### src/rtl/ra_pq_arb.sv
// ra_pq_arb: round-robin arbiter in front of a replace/dequeue priority queue.
// Grants are combinational and the popped head comes back registered one cycle
// later. Dequeues from an empty queue are answered with an error and never
// reach the queue.

package ra_pq_pkg;
  localparam int KEY_W = 16;
  localparam int VAL_W = 16;

  typedef struct packed {
    logic [KEY_W-1:0] key;
    logic [VAL_W-1:0] val;
  } kv_t;

  localparam logic [KEY_W-1:0] KEYNEGINF = '0;
  localparam logic [KEY_W-1:0] KEYINF    = '1;
  localparam logic [VAL_W-1:0] VAL0      = '0;
  localparam kv_t              KV_IDLE   = '{key: KEYINF, val: VAL0};
endpackage

module ra_pq_arb
  import ra_pq_pkg::*;
#(
  parameter int N_CLIENTS = 4,
  parameter int ID_W      = $clog2(N_CLIENTS),
  parameter int CNT_W     = 16
) (
  input  logic                 clk,
  input  logic                 rst,
  input  logic [N_CLIENTS-1:0] req,
  input  logic [N_CLIENTS-1:0] op,
  input  kv_t                  cl_kvi [N_CLIENTS],
  output logic [N_CLIENTS-1:0] gnt,
  output logic                 resp_valid,
  output logic [ID_W-1:0]      resp_id,
  output kv_t                  resp_kv,
  output logic                 resp_err,
  output kv_t                  pq_kvi,
  output logic                 pq_replace,
  output logic                 pq_deq,
  input  kv_t                  pq_kvo,
  input  logic                 pq_full,
  input  logic                 pq_empty,
  input  logic                 pq_busy,
  output logic [CNT_W-1:0]     n_replace,
  output logic [CNT_W-1:0]     n_deq,
  output logic [CNT_W-1:0]     n_err
);

  localparam logic [ID_W:0]      NC   = (ID_W+1)'(N_CLIENTS);
  localparam logic [ID_W-1:0]    LAST = ID_W'(N_CLIENTS - 1);

  // Replace is legal on a full queue, so the full flag plays no part in arbitration.
  logic unused_status;
  assign unused_status = pq_full;

  // Saturating increment for the statistics counters.
  function automatic logic [CNT_W-1:0] sat_inc(input logic [CNT_W-1:0] c);
    return (&c) ? c : c + 1'b1;
  endfunction

  // First eligible index at or after p, wrapping modulo N_CLIENTS; MSB = found.
  function automatic logic [ID_W:0] rr_pick(input logic [N_CLIENTS-1:0] e,
                                            input logic [ID_W-1:0]      p);
    logic [ID_W:0]   sum;
    logic            found;
    logic [ID_W-1:0] idx;
    found = 1'b0;
    idx   = '0;
    for (int i = 0; i < N_CLIENTS; i++) begin
      sum = {1'b0, p} + (ID_W+1)'(i);
      if (sum >= NC) sum = sum - NC;
      if (!found && e[sum[ID_W-1:0]]) begin
        found = 1'b1;
        idx   = sum[ID_W-1:0];
      end
    end
    return {found, idx};
  endfunction

  logic [ID_W-1:0]      ptr;
  logic [N_CLIENTS-1:0] elig;
  logic [ID_W:0]        pick;
  logic                 any_gnt;
  logic [ID_W-1:0]      gid;
  logic                 g_op;
  logic                 rej;

  // Nothing is eligible while the queue is busy or while reset is held.
  assign elig    = req & ~{N_CLIENTS{pq_busy}} & {N_CLIENTS{rst}};
  assign pick    = rr_pick(elig, ptr);
  assign any_gnt = pick[ID_W];
  assign gid     = pick[ID_W-1:0];
  assign g_op    = op[gid];

  // Stage 0: combinational grant and queue strobes.
  always_comb begin
    gnt        = '0;
    pq_kvi     = KV_IDLE;
    pq_replace = 1'b0;
    pq_deq     = 1'b0;
    rej        = 1'b0;
    if (any_gnt) begin
      gnt        = N_CLIENTS'(1) << gid;
      pq_kvi     = cl_kvi[gid];
      pq_replace = g_op;
      pq_deq     = ~g_op & ~pq_empty;
      rej        = ~g_op & pq_empty;
    end
  end

  // Round-robin pointer moves just past the granted client, holds otherwise.
  always_ff @(posedge clk or negedge rst) begin
    if (!rst) begin
      ptr <= '0;
    end else if (any_gnt) begin
      ptr <= (gid == LAST) ? '0 : gid + 1'b1;
    end
  end

  // Stage 1: response register, loaded on a grant and held otherwise.
  logic            vld_p1;
  logic [ID_W-1:0] id_p1;
  kv_t             kv_p1;
  logic            err_p1;

  // Capture the head popped by this cycle's operation, or the idle pair on a rejection.
  always_ff @(posedge clk or negedge rst) begin
    if (!rst) begin
      vld_p1 <= 1'b0;
      id_p1  <= '0;
      kv_p1  <= KV_IDLE;
      err_p1 <= 1'b0;
    end else begin
      vld_p1 <= any_gnt;
      if (any_gnt) begin
        id_p1  <= gid;
        kv_p1  <= rej ? KV_IDLE : pq_kvo;
        err_p1 <= rej;
      end
    end
  end

  assign resp_valid = vld_p1;
  assign resp_id    = id_p1;
  assign resp_kv    = kv_p1;
  assign resp_err   = err_p1;

  // Saturating operation statistics.
  always_ff @(posedge clk or negedge rst) begin
    if (!rst) begin
      n_replace <= '0;
      n_deq     <= '0;
      n_err     <= '0;
    end else begin
      if (pq_replace) n_replace <= sat_inc(n_replace);
      if (pq_deq)     n_deq     <= sat_inc(n_deq);
      if (rej)        n_err     <= sat_inc(n_err);
    end
  end

endmodule

### config.mk
export PLATFORM = sky130hd
export DESIGN_NAME = ra_pq_arb
export DESIGN_NICKNAME = d
export VERILOG_FILES = /design/src/rtl/ra_pq_arb.sv
export SDC_FILE = /design/constraint.sdc
export NUM_CORES = 1
export LEC_CHECK = 0
export BUFFER_PORTS_ARGS = -buffer_cell sky130_fd_sc_hd__buf_2
export CORE_UTILIZATION = 40
export CTS_CLUSTER_SIZE = 28
export DETAILED_ROUTE_END_ITERATION = 16
export PLACE_DENSITY = 0.85
export SLEW_MARGIN = 20
export SYNTH_ARGS = -nofsm -noshare
export SYNTH_HDL_FRONTEND = slang
export SYNTH_SLANG_ARGS = --single-unit
### constraint.sdc
create_clock -name clk -period 2 [get_ports clk]
set_input_delay 0.2 -clock clk [delete_from_list [all_inputs] [get_ports clk]]
set_output_delay 0.2 -clock clk [all_outputs]
set_load 0.02 [all_outputs]
==> results of run 1 <==
area by class of cell:
class | instances | area, um^2 | share of cell area, %
Clock inverter | 7 | 103.9 | 1.145
Clock buffer | 9 | 225.2 | 2.483
Sequential cell | 86 | 2177 | 24.00
Antenna cell | 2 | 5.005 | 0.05518
Multi-Input combinational cell | 508 | 3507 | 38.67
Tap cell | 172 | 215.2 | 2.373
Inverter | 17 | 78.83 | 0.8691
Timing Repair Buffer | 394 | 2758 | 30.40
metrics by stage:
stage               setup TNS, ns  utilization (%)  setup slack (ns)
finish                     -29.49            72.17           -0.5482
detailed placement         -20.62            61.06           -0.3360
global route               -43.22            72.17           -0.6362
global placement           -13.13            61.06           -0.2530
CTS                        -31.09            67.11           -0.5298
floorplan                  -4.602                -           -0.1294
power groups by stage:
stage | clock, mW | combinational (mW) | sequential [mW]
floorplan | 0 | 0.887 | 2.58
global placement | 0 | 2.14 | 2.23
detailed placement | 0 | 2.18 | 2.25
CTS | 1.86 | 2.35 | 2.22
global route | 1.92 | 2.85 | 2.27
finish | 1.85 | 2.65 | 2.23
layout by cell type, fill, tap and decap left out, types with 11 or more instances in the layout:
cell type  synthesis  final
a311oi_4           0     16
and3_1            27     22
buf_12             0     12
buf_2              5    262
buf_4              1     72
buf_6              1     36
clkbuf_16          0     13
dfrtp_1           70     66
dfstp_2           16     16
inv_1             15     13
nand2_1          200    198
nand3_1           49     48
nand4_1           11     11
nor2_1            58     46
nor4_4             0     11
o21ai_1            0     22
xnor2_1           23     23
xor2_1            21     21
state kept, by name, summed over array words and instances, names as in the netlist:
register	count
resp_id	2
ptr	2
n_replace	16
resp_err	1
resp_valid	1
resp_kv	32
n_deq	16
n_err	16
worst max-delay path, stage by stage, from the launching register on:
cell and delay (ns):
dfrtp_2 0.44, a21bo_1 0.21, a32oi_2 0.26, o211ai_4 0.15
buf_6 0.16, clkbuf_16 0.16, and3_1 0.18, a311oi_4 0.28
buf_6 0.16
repair_timing:
action                     4_1_cts  5_1_grt
hold buffers                     2        0
pin swaps                        7       25
setup endpoints to repair      119      119
resized for setup               70      110
hold endpoints to repair        29        0
setup buffers                    8       12
gates cloned                     4        5
final timing paths:
| kind | endpoint | depth (start not counted) | slack (ns) |
|---|---|---|---|
| worst max-delay path | pq_kvi[15] | 8 | -0.55 |
| worst min-delay path | resp_kv[26]$_DFFE_PN1P_ | 3 | 0.07 |
| worst max register to register | n_deq[13]$_DFFE_PN0P_ | 10 | -0.35 |
| worst min register to register | resp_kv[4]$_DFFE_PN0P_ | 2 | 0.48 |
| max in group asynchronous | n_deq[15]$_DFFE_PN0P_ | 4 | 0.47 |
| min in group asynchronous | n_deq[12]$_DFFE_PN0P_ | 3 | 0.35 |
cells by family (layout without fill, tap and decap cells):
kind of cell	after synthesis	in the layout	synth area share [%]
mux	3	3	0.6575
compound gates	69	69	9.571
buf+inv	56	427	4.432
fa+ha+maj	7	7	1.705
simple gates	385	385	33.85
xor+xnor	44	44	7.501
other cells	0	2	0
flops	86	86	42.28
per-layer routing:
layer | GRT usage, % | wire, um | up-vias
met5 | 0 | 0 | -
met4 | 11.60 | 820 | 0
met3 | 4.955 | 1207 | 68
met2 | 48.62 | 10390 | 330
met1 | 29.86 | 7460 | 2937
li1 | - | - | 2929
==> results.cfg, run 1 <==
[run_status]
status = complete, but fails checks
violations = negative setup slack

[pwr]
pwr_density_cell_nw_per_um2 = 742.4
pwr-share-seq_pct = 33.2
p_clk_share_pct = 27.5
p_comb_share_pct = 39.4
ir_drop_v = 0.0003924
switching_share_pct = 35.80
p_sw_mw = 2.410
p_int_mw = 4.323
power_mw = 6.733
p_leak_nw = 4.637

[detailed_routing]
dr.pass1.iters = 5
drtAntennaViolNets = 0
wl_per_cell_um = 16.64
drt-vias-per-instance = 5.242
drcViolationCount = 0
drt-total-wl_um = 19880
drtIter0Drc = 449
num_vias = 6264

[synthesis]
syn_nets = 830
synth_top_area_share_pct = 34.10
synth_area_leader_cell = dfrtp_1
synth-async-reset-ratio_pct = 100.0
synth_area_per_cell_um2 = 7.904
synth_seq_cells = 86
yosys-top-cells-area = dfrtp_1, nand2_1, dfstp_2
synth_most_common_cell = nand2_1
synth_area_um2 = 5137
ys_seq_area_share_pct = 42.28
ys_types = 49
synth_ff_type = dfrtp_1
synth-edff-count = 0
yosysWarnings = 0
synth_cells = 650
synthTopCellsByCount = nand2_1, dfrtp_1, nor2_1

[timing]
fin_crit_sh_pct = 127.4
hold_viol_final = 0
report.final.slew_viol_count = 0
finalSetupViolations = 118
rsz0062_at_grt = yes
tightest_slew_ns = 0.6064
worst_slew_margin_rel_pct = 59.45
period_needed_ns = 2.548
holdWs_ns = 0.06933
fmax_mhz = 392.4
setup_ws_ns = -0.5482
clock_skew_ns = 0.007038

[min_path]
hold_start = pq_kvo[26]
worstHoldPathType = input port to flip-flop

[place]
portBuffers = 293
numPlacedInstances = 1146
gp_congestion = 0.9281
dp_hpwl_um = 13400
dpl-instance-area_um2 = 7674

[global_route]
grt_pass1_wl_um = 27390
overflow = 0
grt_usage_pct = 26.53
grt_pass1_vias = 5659
grt_max_degree = 49
antenna_found_initial = 2

[critical_path]
path_class = flip-flop to output port
crit_path_start_kind = flip-flop
crit_path_start = ptr[1]$_DFFE_PN0P_
worstPathRequired_ns = 1.80
r2r_start = ptr[0]$_DFFE_PN0P_
critPathMaxFanout = 12
arrival_ns = 2.35
endpoint_kind = output port

[clock_tree]
clkSinkCount = 86
clk_latency_ns = 0.34
cts_tree = built
clkTransAtPathRegs_ns = 0.07
htreeDepth = 3
clock_path_buffers = 2
cts_made_buffers = 9
root_buffer = clkbuf_16

[job]
drv_cap = 0

[floorplanning]
ios = 295
dieArea_um2 = 13300
die_h_um = 115.3
core-area_um2 = 12570
die_w_um = 115.3
start_util_pct = 40.88
fp-row-count = 41

[final_layout]
nets = 1196
area_growth_pct = 76.55
final_cells = 1195
fill_cells = 908
finalInstanceArea_um2 = 9070
drive_above_1_share_pct = 50.54
(Power assumes the default switching activity.)
==> inputs of run 2 (changes only) <==
--- a/config.mk
+++ b/config.mk
@@ -9,7 +9,7 @@
 export CORE_UTILIZATION = 40
 export CTS_CLUSTER_SIZE = 28
 export DETAILED_ROUTE_END_ITERATION = 16
-export PLACE_DENSITY = 0.85
+export PLACE_DENSITY = 0.82
 export SLEW_MARGIN = 20
 export SYNTH_ARGS = -nofsm -noshare
 export SYNTH_HDL_FRONTEND = slang
==> constraint.sdc (replaced) <==
create_clock -name clk -period 2.99 [get_ports clk]
set_input_delay 0.299 -clock clk [delete_from_list [all_inputs] [get_ports clk]]
set_output_delay 0.299 -clock clk [all_outputs]
set_load 0.02 [all_outputs]
==> results.cfg, run 2 (synthesis results as in run 1) <==
[job]
drv_cap = 0

[final_layout]
final_cells = 1104
final_common_cell = buf_2
n_antenna_cell = 0
drive_above_1_share_pct = 38.30
nets = 1107
area_growth_pct = 38.24
final_util_pct = 56.51
largest_reg_flops = 32
final_cell_mix = buf_2, nand2_1, dfrtp_1

[pwr]
switching_share_pct = 35.04
ir_drop_v = 0.0004773
pwr-share-seq_pct = 39.8
p_int_mw = 2.473
pwr_density_cell_nw_per_um2 = 536.0
power_mw = 3.806
p_sw_mw = 1.334
p_leak_nw = 3.808
p_clk_share_pct = 30.0
p_comb_share_pct = 30.2

[detailed_routing]
dr.pass1.iters = 4
drcViolationCount = 0
drt-vias-per-instance = 4.996
num_vias = 5516
wl_per_cell_um = 14.35
drt-total-wl_um = 15850
drtIter0Drc = 389
drtAntennaViolNets = 0

[clock_tree]
clkTransAtPathRegs_ns = 0.06
root_buffer = clkbuf_16
cts_made_buffers = 9
clkSinkCount = 86
clock_path_buffers = 2
clk_latency_ns = 0.33
cts_tree = built
htreeDepth = 3

[floorplanning]
die_w_um = 115.3
core-area_um2 = 12570
start_util_pct = 40.88
fp-row-count = 41
die_h_um = 115.3
dieArea_um2 = 13300
ios = 295

[critical_path]
r2r_start = ptr[1]$_DFFE_PN0P_
worst-r2r-setup-slack_ns = 0.43
arrival_ns = 2.48
worstPathRequired_ns = 2.69
crit_path_start_kind = flip-flop
crit_end = pq_kvi[25]
endpoint_kind = output port
r2r-end = resp_kv[17]$_DFFE_PN1P_
critPathMaxFanout = 35
crit_path_start = ptr[0]$_DFFE_PN0P_
path_class = flip-flop to output port
reg2reg_depth = 8

[timing]
fmax_mhz = 360.0
hold_viol_final = 0
fin_setup_tns_ns = 0
clock_skew_ns = 0.003511
fin_crit_sh_pct = 92.91
period_needed_ns = 2.778
holdWs_ns = 0.1582
finalSetupViolations = 0
tightest_slew_ns = 0.7431
report.final.slew_viol_count = 0
rsz0062_at_grt = no
worst_slew_margin_rel_pct = 50.46

[place]
gp_congestion = 0.7962
portBuffers = 293
dp_hpwl_um = 11490
numPlacedInstances = 1087

[global_route]
grt_usage_pct = 22.01
overflow = 0
grt_pass1_wl_um = 22780
antenna_found_initial = 1
grt_max_degree = 85
grt_pass1_vias = 4473

[min_path]
worstHoldPathType = input port to async pin

[run_status]
status = complete, no violations
[run 2: power by group through the flow]
| stage | combinational [mW] | clock [mW] | sequential [mW] |
|---|---|---|---|
| after CTS | 1.15 | 1.17 | 1.51 |
| after floorplan | 0.493 | 0 | 1.72 |
| after global placement | 1.13 | 0 | 1.53 |
| after global routing | 1.27 | 1.22 | 1.54 |
| after detailed placement | 1.15 | 0 | 1.53 |
| final | 1.15 | 1.14 | 1.51 |
[run 2: routing by layer]
layer | vias up | share of wire [%] | track usage, %
met5 | - | 0.11 | 0
met4 | 2 | 0.83 | 4.502
met3 | 14 | 8.9 | 7.011
met2 | 215 | 47 | 35.41
met1 | 2556 | 43 | 29.06
li1 | 2729 | - | -
[run 2: worst min path at each step]
stage | endpoint | slack, ns | depth (start not counted)
after detailed placement | ptr[1]$_DFFE_PN0P_ | 0.1 | 1
final | n_deq[12]$_DFFE_PN0P_ | 0.16 | 2
after floorplan | n_deq[0]$_DFFE_PN0P_ | 0.003 | 0
after global placement | ptr[1]$_DFFE_PN0P_ | 0.1 | 1
after CTS | resp_kv[22]$_DFFE_PN1P_ | 0.17 | 3
after global routing | resp_kv[22]$_DFFE_PN1P_ | 0.19 | 3
[run 2: critical path, stage by stage (launching register included)]
cell,delay [ns]
dfrtp_1,0.40
nor3b_1,0.30
a32oi_1,0.19
o211ai_4,0.29
buf_6,0.29
buf_4,0.24
nand3_1,0.10
o21ai_0,0.08
nand2_1,0.08
buf_2,0.17
[run 2: what timing repair did]
item | in CTS | in global routing
hold buffers | 1 | 0
gates resized for setup | 0 | 1
buffers inserted | 0 | 0
setup endpoints to repair | 0 | 8
endpoints found under the hold margin | 2 | 0
[run 2: cell type report]
type | instances | area [um^2]
multi-input cells | 508 | 2749
clock buffers | 10 | 239.0
repair buffers | 305 | 1594
clock inverters | 6 | 68.82
well taps | 172 | 215.2
inverters | 17 | 63.81
flip-flops and latches | 86 | 2172
fillers | 1175 | 5466
[run 2: through the flow]
step                      area (um^2)  setup slack [ns]
after detailed placement         6777            0.4189
after CTS                        7094            0.1449
final                            7102            0.2121
after floorplan                  5137            0.4341
after global placement           6777            0.5113
after global routing             7102           0.02503
